File: src/rtl/fft_frame_buffer.sv
// rtl/fft_frame_buffer.sv - ping-pong sample-to-frame packer feeding the FFT core
module fft_frame_buffer #(
   parameter int sample_size = 32,
   parameter int buffer_size = 16
) (
   input  logic                                 clk,
   input  logic                                 rst_n,
   input  logic                                 flush,
   input  logic signed [sample_size-1:0]        sample_in,
   input  logic                                 sample_valid,
   output logic                                 sample_ready,
   output logic [buffer_size*sample_size-1:0]   frame_out,
   output logic                                 frame_valid,
   input  logic                                 frame_ready
);

   localparam int IW = $clog2(buffer_size);

   // two banks of sample registers; frame_out is a pure mux of these
   logic [sample_size-1:0] bank0_q [buffer_size];
   logic [sample_size-1:0] bank1_q [buffer_size];

   logic          wr_bank_q, wr_bank_d;
   logic [IW-1:0] wr_idx_q,  wr_idx_d;
   logic          rd_bank_q, rd_bank_d;
   logic [1:0]    full_q,    full_d;

   logic accept;
   logic release_frame;
   logic last_slot;

   assign sample_ready  = !full_q[wr_bank_q] && !flush;
   assign accept        = sample_valid && sample_ready;
   assign frame_valid   = full_q[rd_bank_q];
   assign release_frame = frame_valid && frame_ready;
   assign last_slot     = (wr_idx_q == IW'(buffer_size - 1));

   // next-state for write pointer, read pointer and bank-full flags
   always_comb begin
      wr_bank_d = wr_bank_q;
      wr_idx_d  = wr_idx_q;
      rd_bank_d = rd_bank_q;
      full_d    = full_q;

      // a release can only target a full bank, an accept only a non-full one,
      // so both updates to full_d never hit the same bit
      if (release_frame) begin
         full_d[rd_bank_q] = 1'b0;
         rd_bank_d         = !rd_bank_q;
      end

      if (flush) begin
         wr_idx_d = '0;
      end else if (accept) begin
         if (last_slot) begin
            full_d[wr_bank_q] = 1'b1;
            wr_bank_d         = !wr_bank_q;
            wr_idx_d          = '0;
         end else begin
            wr_idx_d = wr_idx_q + 1'b1;
         end
      end
   end

   // control state register
   always_ff @(posedge clk or negedge rst_n) begin
      if (!rst_n) begin
         wr_bank_q <= 1'b0;
         wr_idx_q  <= '0;
         rd_bank_q <= 1'b0;
         full_q    <= 2'b00;
      end else begin
         wr_bank_q <= wr_bank_d;
         wr_idx_q  <= wr_idx_d;
         rd_bank_q <= rd_bank_d;
         full_q    <= full_d;
      end
   end

   // sample storage: accepted sample written bit-exact into the active bank
   always_ff @(posedge clk or negedge rst_n) begin
      if (!rst_n) begin
         for (int i = 0; i < buffer_size; i++) begin
            bank0_q[i] <= '0;
            bank1_q[i] <= '0;
         end
      end else if (accept) begin
         if (wr_bank_q) begin
            bank1_q[wr_idx_q] <= sample_in;
         end else begin
            bank0_q[wr_idx_q] <= sample_in;
         end
      end
   end

   // flat frame bus: slot j comes from register j of the read bank
   for (genvar j = 0; j < buffer_size; j++) begin : g_slot
      assign frame_out[j*sample_size +: sample_size] = rd_bank_q ? bank1_q[j] : bank0_q[j];
   end

endmodule

File: config.mk
export PLATFORM = sky130hd
export DESIGN_NAME = fft_frame_buffer
export DESIGN_NICKNAME = d
export VERILOG_FILES = /design/src/rtl/fft_frame_buffer.sv
export SDC_FILE = /design/constraint.sdc
export NUM_CORES = 1
export LEC_CHECK = 0
export ABC_AREA = 0
export BUFFER_PORTS_ARGS = -buffer_cell sky130_fd_sc_hd__buf_2
export CORE_ASPECT_RATIO = 1.4
export CORE_UTILIZATION = 60
export CTS_BUF_LIST = sky130_fd_sc_hd__clkbuf_4 sky130_fd_sc_hd__clkbuf_8
export DETAILED_ROUTE_END_ITERATION = 10
export PLACE_DENSITY = 0.9
export SYNTH_ARGS = -nofsm -noshare
export SYNTH_HDL_FRONTEND = slang
export SYNTH_SLANG_ARGS = --single-unit
export TNS_END_PERCENT = 30
File: constraint.sdc
create_clock -name clk -period 2.51 [get_ports clk]
set_input_delay 0.502 -clock clk [delete_from_list [all_inputs] [get_ports clk]]
set_output_delay 0.502 -clock clk [all_outputs]
set_load 0.01 [all_outputs]
==> results.toml, run 1 <==
[critical_path]
cp-end-kind = "output pin"
start_kind = "flip-flop"
cp.arrival_ps = 2370
critPathRequiredTime_ps = 2010
crit_type = "reg2out"
critPathMaxFanout = 7

[placed_design]
dpl.hpwl_um = 77770
portBuffers = 550
routabilityCongestion = 0.8038

[power_and_ir_drop]
combPwrFrac_pct = 15.4
p_switching_mw = 10.28
finalPower_mw = 39.36
p_clk_share_pct = 36.7
swShare_pct = 26.12
power.leakage_nw = 28.85
seq_power_share_pct = 48.0
power-per-cell-area_mw_per_mm2 = 729.3
p_int_mw = 29.08
peakVddDrop_v = 0.0006337

[clock_tree]
htreeDepth = 4
path_clk_slew_ps = 60
clock_sinks = 1032
clk_latency_ps = 830
cts_tree = "done"
cts_root_buf = "clkbuf_8"
cts_buffer_depth = 3
cts_made_buffers = 154

[sta]
layout_min_cycle_time_ps = 2873
rsz0062_at_grt = "true"
setup_ws_ps = -363.0
tns_ps = -135920
tightest_slew_ps = 826.9
report.final.slew_viol_count = 0
finClkSkew_ps = 38.67
setup_viol = 513
fin_crit_sh_pct = 114.5
timing.fmax_mhz = 348.1
hold_violations = 0
slew-limit-headroom_pct = 44.76

[floorplan]
start_util_pct = 60.96
pin_count = 551
die_area_mm2 = 0.07672
coreArea_mm2 = 0.07441
die_w_um = 234.4
fp-row-count = 118
chipHeight_um = 327.3

[synthesis]
synth_nets = 2941
synth-seq-cells = 1032
synthTopCellsByArea = "dfrtp_1 57%, mux2_2 35%, mux2_4 2.1%"
ys_warn_count = 0
yosys.area.top_type = "dfrtp_1"
synth_cell_types = 32
synth_top_cell_area_share_pct = 56.93
syn_area_per_cell_um2 = 15.64
ys_seq_area_share_pct = 56.93
synth_cells = 2900
synth_area_mm2 = 0.04536

[outcome]
violations = "negative setup slack"
status = "finished with violations"

[finish]
nets = 3541
area_delta_synth_final_pct = 18.97
drive_gt1_share_pct = 68.61
utilization_pct = 72.52

[detailed_routing]
postRouteAntennaNets = 0
drt_iter0_drc = 1527
vias = 27279
wl_per_cell_um = 27.47
remaining_drc_errors = 0
viasPerCell = 5.973
wirelength_um = 125400
first_pass_iters = 5

[grt]
grt_max_degree = 76
grt_use_total_pct = 32.71
grt_pass1_vias = 29527
grt_antenna_before_repair = 2
grt_pass1_wl_um = 185400
gr-total-overflow = 0

[job]
maxCapViolations = 0

[worst_hold_path]
hold_class = "in2reg"
==> cell usage in the layout (no fill, tap or decap), drive strengths merged, types with 3 or more instances in the layout <==
cell         instances
dfrtp             1032
mux2              1540
inv                  7
nor2b                3
clkinvlp             4
ha                   4
clkinv              15
clkbuf             241
nand3               32
a21oi                4
dlygate4sd3          3
bufinv               4
buf                695
nor2                 3
==> through the flow <==
stage / hold slack, ps / cell area [µm²] / cells / worst slack, ps
6_report: 95.76 / 53960 / 4567 / -363.0
5_1_grt: 71.10 / 53960 / 4567 / -431.2
4_1_cts: 16.45 / 53620 / 4560 / -419.9
3_5_place_dp: 459.1 / 49480 / 4271 / 300.4
3_3_place_gp: 460.2 / 49480 / 4271 / 348.9
2_1_floorplan: 206.4 / 45360 / 2900 / 458.9
==> final timing paths <==
path | startpoint | end | slack (ps) | depth (start not counted)
worst min register to register | bank0_q[61]$_DFFE_PN0P_ | bank0_q[61]$_DFFE_PN0P_ | 480 | 1
worst min-delay path | sample_valid | wr_idx_q[2]$_DFFE_PN0P_ | 100 | 4
worst max-delay path | rd_bank_q$_DFFE_PN0N_ | frame_out[360] | -360 | 6
worst max register to register | wr_idx_q[3]$_DFFE_PN0P_ | bank1_q[186]$_DFFE_PN0P_ | 340 | 4
min in group asynchronous | rst_n | bank0_q[475]$_DFFE_PN0P_ | 210 | 2
max in group asynchronous | rst_n | bank0_q[75]$_DFFE_PN0P_ | 1330 | 4
==> Yosys cell counts <==
master / number
nor4b_1: 1
dfrtp_1: 1032
a31oi_1: 1
and2_0: 1
or3_1: 1
nand3_2: 10
o21ai_0: 1
nor2_4: 1
mux2_2: 1413
mux2_1: 65
mux2_4: 62
nor3_1: 1
clkbuf_1: 127
xnor2_1: 1
or2_2: 1
ha_1: 4
inv_1: 4
nor2_1: 2
o32ai_1: 1
nand2_1: 2
nor2b_1: 3
nor4_4: 2
buf_2: 93
nand3_4: 10
a21o_1: 2
buf_1: 7
nand2b_1: 2
and4bb_2: 1
nor4b_4: 1
nand3_1: 12
a21oi_1: 4
buf_6: 32
==> repair_timing <==
item | CTS | global route
endpoints found under the setup margin | 513 | 514
buffers inserted | 12 | 4
hold buffers | 3 | 0
endpoints found under the hold margin | 125 | 0
cloned | 12 | 6
gates resized for setup | 78 | 64
==> layout make-up <==
type / instances / area [µm²]
clock inverters: 26 / 299.0
repair buffers: 703 / 5308
clock buffers: 236 / 2967
fillers: 4412 / 20450
flip-flops and latches: 1032 / 25830
well taps: 960 / 1201
inverters: 4 / 15.01
multi-input cells: 1605 / 18340
diodes: 1 / 2.502
==> metal layers <==
metal | GRT usage (%) | share of wire (%) | up-vias
li1 | - | - | 11584
met1 | 39.12 | 38 | 14458
met2 | 53.96 | 50 | 945
met3 | 9.036 | 6.8 | 290
met4 | 16.59 | 5.1 | 2
met5 | 0 | 0.010 | -
==> critical path, cell delays in order (launching register included) <==
cell and delay, ps:
dfrtp_4 510, buf_12 150, buf_12 140, buf_12 150, buf_16 150, mux2_4 320
buf_6 130
==> kinds of logic (layout without fill, tap and decap cells) <==
kind of cell / count (synthesis) / in the layout / synth area share (%)
AO/OA/AOI/OAI: 9 / 9 / 0.1214
buffers and inverters: 263 / 969 / 2.962
flip-flops: 1032 / 1032 / 56.93
multiplexers: 1540 / 1540 / 38.74
other: 0 / 1 / 0
XOR/XNOR: 1 / 1 / 0.01931
AND/OR/NAND/NOR: 51 / 51 / 1.112
adder cells (fa/ha/maj): 4 / 4 / 0.1103
==> power groups by stage <==
stage	Sequential [mW]	Combinational, mW	Clock [mW]
finish	18.9	6.05	14.4
global route	19.0	6.38	15.4
CTS	18.8	5.92	14.6
detailed placement	19.1	5.45	0
global placement	19.0	5.34	0
floorplan	18.8	3.38	0
==> registers in the layout, summed over array words and instances, names as in the netlist <==
signal,cells
bank0_q,512
bank1_q,512
wr_idx_q,4
full_q,2
rd_bank_q,1
wr_bank_q,1
Power figures use the tool's default switching activity.
==> run 2, diff against run 1 <==
Settings changed: CORE_MARGIN set to 3, CTS_CLUSTER_DIAMETER set to 60, GPL_TIMING_DRIVEN set to 0.
==> results.toml, run 2 (same netlist as run 1, synthesis figures left out) <==
[outcome]
status = "finished with violations"
violations = "negative hold slack, negative setup slack"

[grt]
met2_usage_pct = 60.98
grt_pass1_wl_um = 215500
grt_antenna_before_repair = 4
met1_usage_pct = 44.52
gr-total-overflow = 0
grtUsageMet3_pct = 9.309
grt_max_degree = 181
grt_pass1_vias = 31757
grt_use_total_pct = 37.50
grt_busiest_layer = "met2"

[sta]
rsz0062_at_grt = "true"
layout_min_cycle_time_ps = 2926
slew-limit-headroom_pct = 32.21
setup_ws_ps = -415.8
fin_crit_sh_pct = 116.6
hold_violations = 125
timing.fmax_mhz = 341.8
tightest_slew_ps = 1017
whs_ps = -350.5
setup_viol = 595
report.final.slew_viol_count = 0
finClkSkew_ps = 35.63

[floorplan]
start_util_pct = 60.96
die_w_um = 238.4
chipHeight_um = 331.3
pin_count = 551
fp-row-count = 118
coreArea_mm2 = 0.07441
die_area_mm2 = 0.07898

[detailed_routing]
first_pass_iters = 5
wl_per_cell_um = 33.40
postRouteAntennaNets = 0
vias = 30012
wirelength_um = 158600
remaining_drc_errors = 0
viasPerCell = 6.320
drt_iter0_drc = 2298

[power_and_ir_drop]
power.leakage_nw = 29.69
power-per-cell-area_mw_per_mm2 = 715.9
peakVddDrop_v = 0.0006588
finalPower_mw = 40.54

[job]
maxCapViolations = 0

[critical_path]
cp.arrival_ps = 2420
start_kind = "flip-flop"
critPathRequiredTime_ps = 2010
cp-end-kind = "output pin"
critPathMaxFanout = 10
worstSetupStartpoint = "rd_bank_q$_DFFE_PN0N_"
crit_type = "reg2out"
reg2reg_from = "wr_idx_q[0]$_DFFE_PN0P_"

[clock_tree]
holdBufCountCts = 34
cts_root_buf = "clkbuf_8"
path_clk_slew_ps = 70
clk_latency_ps = 850
cts_made_buffers = 153
htreeDepth = 4
cts_tree = "done"
cts_buffer_depth = 3
clock_sinks = 1032

[placed_design]
dpl.hpwl_um = 98720
dpl.cell_count = 4417
portBuffers = 550
routabilityCongestion = 0.8600

[finish]
reg_top3 = "bank0_q: 512 flops, bank1_q: 512 flops, wr_idx_q: 4 flops"
fillers = 4096
final_common_cell = "mux2_2"
area_delta_synth_final_pct = 24.85
multi_input_area_mm2 = 0.01890
regArea_mm2 = 0.02583
most-common-layout-cells = "1,225 x mux2_2, 1,031 x dfrtp_1, 431 x buf_2, 250 x mux2_4, 225 x buf_6"
nets = 3723
drive_gt1_share_pct = 66.46
final_cell_count_no_fill = 4749

[worst_hold_path]
hold_class = "in2async"
## run 2: layout make-up
type | count | share of cell area, %
Antenna cell | 6 | 0.02651
Buffer | 256 | 4.056
Clock buffer | 228 | 5.121
Clock inverter | 28 | 0.3911
Inverter | 4 | 0.02651
Multi-Input combinational cell | 1605 | 33.37
Sequential cell | 1032 | 45.60
Tap cell | 960 | 2.121
Timing Repair Buffer | 630 | 9.284
## run 2: worst paths after layout
path	endpoint	slack, ps	cells past startpoint
max	frame_out[357]	-420	5
min	bank1_q[123]$_DFFE_PN0P_	-350	1
max reg2reg	bank0_q[15]$_DFFE_PN0P_	-170	6
min reg2reg	bank1_q[301]$_DFFE_PN0P_	490	1
max in group asynchronous	bank1_q[110]$_DFFE_PN0P_	470	4
min in group clk	bank1_q[13]$_DFFE_PN0P_	60	2
## run 2: per-stage QoR
stage / utilization (%) / setup TNS, ps / cell area, µm² / worst slack (ps)
floorplan: - / 0 / 45360 / 458.9
detailed placement: 66.54 / -331550 / 49510 / -811.3
finish: 76.11 / -176700 / 56630 / -415.8
global placement: 66.27 / - / 49310 / -20890
global route: 76.10 / -195690 / 56620 / -447.3
CTS: 74.01 / -177250 / 55070 / -440.0
## run 2: timing repair
action                                 in CTS  in global routing
setup endpoints to repair                 564                602
buffers inserted                            9                  4
gates cloned                               12                 17
endpoints found under the hold margin     192                125
pin swaps                                   0                  0
resized for setup                         395                295
## run 2: layer usage
| metal | vias to the layer above | wire (µm) |
|---|---|---|
| met5 | - | 0 |
| met4 | 0 | 12890 |
| met1 | 15790 | 55800 |
| met3 | 562 | 12820 |
| li1 | 11920 | - |
| met2 | 1740 | 77120 |
## run 2: critical path, cell delays in order, from the launching register on
cell       delay (ps)
dfrtp_2           430
clkbuf_16         200
clkbuf_16         220
buf_12            160
mux2_2            360
buf_2             180
## run 2: power breakdown
part / internal [mW] / switching [mW] / total [mW]
registers: 18.1 / 0.844 / 18.9
logic: 3.51 / 3.76 / 7.27
clock network: 7.50 / 6.83 / 14.3
total: 29.1 / 11.4 / 40.5
==> run 3, diff against run 2 <==
Clock period 2.51 ns to 3.02 ns, I/O delays scaled along.
==> results.toml, run 3 (same netlist as run 1, synthesis figures left out) <==
[sta]
tightest_slew_ps = 990.6
slew-limit-headroom_pct = 33.96
setup_ws_ps = 9.380
whs_ps = 69.14
rsz0062_at_grt = "true"
hold_violations = 0
fin_crit_sh_pct = 99.69
setup_viol = 0
report.final.slew_viol_count = 0
tns_ps = 0
finClkSkew_ps = 46.86
layout_min_cycle_time_ps = 3011
timing.fmax_mhz = 332.2

[detailed_routing]
first_pass_iters = 5
remaining_drc_errors = 0
postRouteAntennaNets = 0
wirelength_um = 143000
wl_per_cell_um = 30.42
viasPerCell = 6.100
drt_iter0_drc = 1740
vias = 28674

[finish]
final_common_cell = "mux2_2"
final_area_mm2 = 0.05364
final_cell_count_no_fill = 4701
drive_gt1_share_pct = 66.59
most-common-layout-cells = "1,407 x mux2_2, 1,031 x dfrtp_1, 619 x buf_2, 209 x clkbuf_8, 96 x clkbuf_1"
utilization_pct = 72.09
reg_top3 = "bank0_q: 512 flops, bank1_q: 512 flops, wr_idx_q: 4 flops"
nets = 3675
area_delta_synth_final_pct = 18.25

[clock_tree]
cts_root_buf = "clkbuf_8"
htreeDepth = 4
cts_made_buffers = 153
clock_sinks = 1032
clk_latency_ps = 840
cts_buffer_depth = 3
cts_tree = "done"
path_clk_slew_ps = 60

[worst_hold_path]
hold_class = "in2reg"

[floorplan]
chipHeight_um = 331.3
die_area_mm2 = 0.07898
start_util_pct = 60.96
coreArea_mm2 = 0.07441
die_w_um = 238.4
fp-row-count = 118
pin_count = 551

[critical_path]
cp.depth = 5
endpoint = "frame_out[136]"
rr_worst_depth = 4
critPathMaxStageDelay_ps = 420
worstSetupStartpoint = "rd_bank_q$_DFFE_PN0N_"
start_kind = "flip-flop"
crit_type = "reg2out"
cp_slowest_cell = "mux2_2"
critPathMaxFanout = 10
reg2reg_to = "bank0_q[180]$_DFFE_PN0P_"
crit_chain = "buf_4, clkbuf_8, clkbuf_8, mux2_2, buf_2"
path_common_cell = "clkbuf_8"
cp-end-kind = "output pin"
rrSetupSlack_ps = 370
reg2reg_from = "full_q[0]$_DFF_PN0_"
cp.arrival_ps = 2410
cp_num_buf_inv = 4
critPathRequiredTime_ps = 2420
cpLargestDelayFamily = "buffers and inverters"

[grt]
grt_pass1_vias = 30870
grt_max_degree = 181
grt_antenna_before_repair = 8
gr-total-overflow = 0
grt_use_total_pct = 36.05
grt_pass1_wl_um = 207500

[placed_design]
dpl.cell_count = 4417
dpl.hpwl_um = 98720
placed_area_mm2 = 0.04951
post-place-ws_ps = -403.3
routabilityCongestion = 0.8600
portBuffers = 550

[outcome]
status = "complete, no violations"

[job]
maxCapViolations = 0

[power_and_ir_drop]
power-per-cell-area_mw_per_mm2 = 609.1
p_clk_share_pct = 36.0
peakVddDrop_v = 0.0005240
finalPower_mw = 32.67
combPwrFrac_pct = 16.1
swShare_pct = 27.42
p_int_mw = 23.71
seq_power_share_pct = 48.0
power.leakage_nw = 28.82
p_switching_mw = 8.958
## run 3: layout make-up
type	count	area, µm²
Sequential cell	1032	25830
Fill cell	4681	20770
Multi-Input combinational cell	1605	18220
Timing Repair Buffer	580	3263
Clock buffer	228	2900
Buffer	258	1983
Tap cell	960	1201
Clock inverter	28	221.5
Inverter	4	15.01
Antenna cell	6	15.01
## run 3: power by group through the flow
stage,logic [mW],clock network (mW),registers (mW)
floorplan,2.81,0,15.7
global placement,4.71,0,15.8
detailed placement,4.85,0,15.9
CTS,5.21,11.8,15.7
global route,5.48,12.4,15.8
finish,5.24,11.7,15.7
## run 3: worst min-delay path by stage
stage | endpoint | from | depth (start not counted) | slack, ps
2_1_floorplan | bank0_q[0]$_DFFE_PN0P_ | rst_n | 0 | 310
3_3_place_gp | bank1_q[258]$_DFFE_PN0P_ | bank1_q[258]$_DFFE_PN0P_ | 1 | 470
3_5_place_dp | bank0_q[99]$_DFFE_PN0P_ | bank0_q[99]$_DFFE_PN0P_ | 1 | 480
4_1_cts | wr_idx_q[2]$_DFFE_PN0P_ | flush | 2 | 4
5_1_grt | bank0_q[5]$_DFFE_PN0P_ | sample_in[5] | 2 | 40
6_report | wr_idx_q[2]$_DFFE_PN0P_ | flush | 2 | 70
## run 3: what timing repair did
item                                   in CTS  in global routing
hold buffers                               13                  0
endpoints found under the hold margin     142                  0
resized for setup                         211                 11
setup endpoints to repair                 513                112
gates cloned                                4                  1
buffers inserted                            6                  0
## run 3: metal layers
metal	GRT usage (%)	vias up	wire, µm
met1	42.66	15187	53200
met5	0	-	43
met3	9.574	413	10150
met4	20.65	6	9299
met2	59.55	1252	70300
li1	-	11816	-
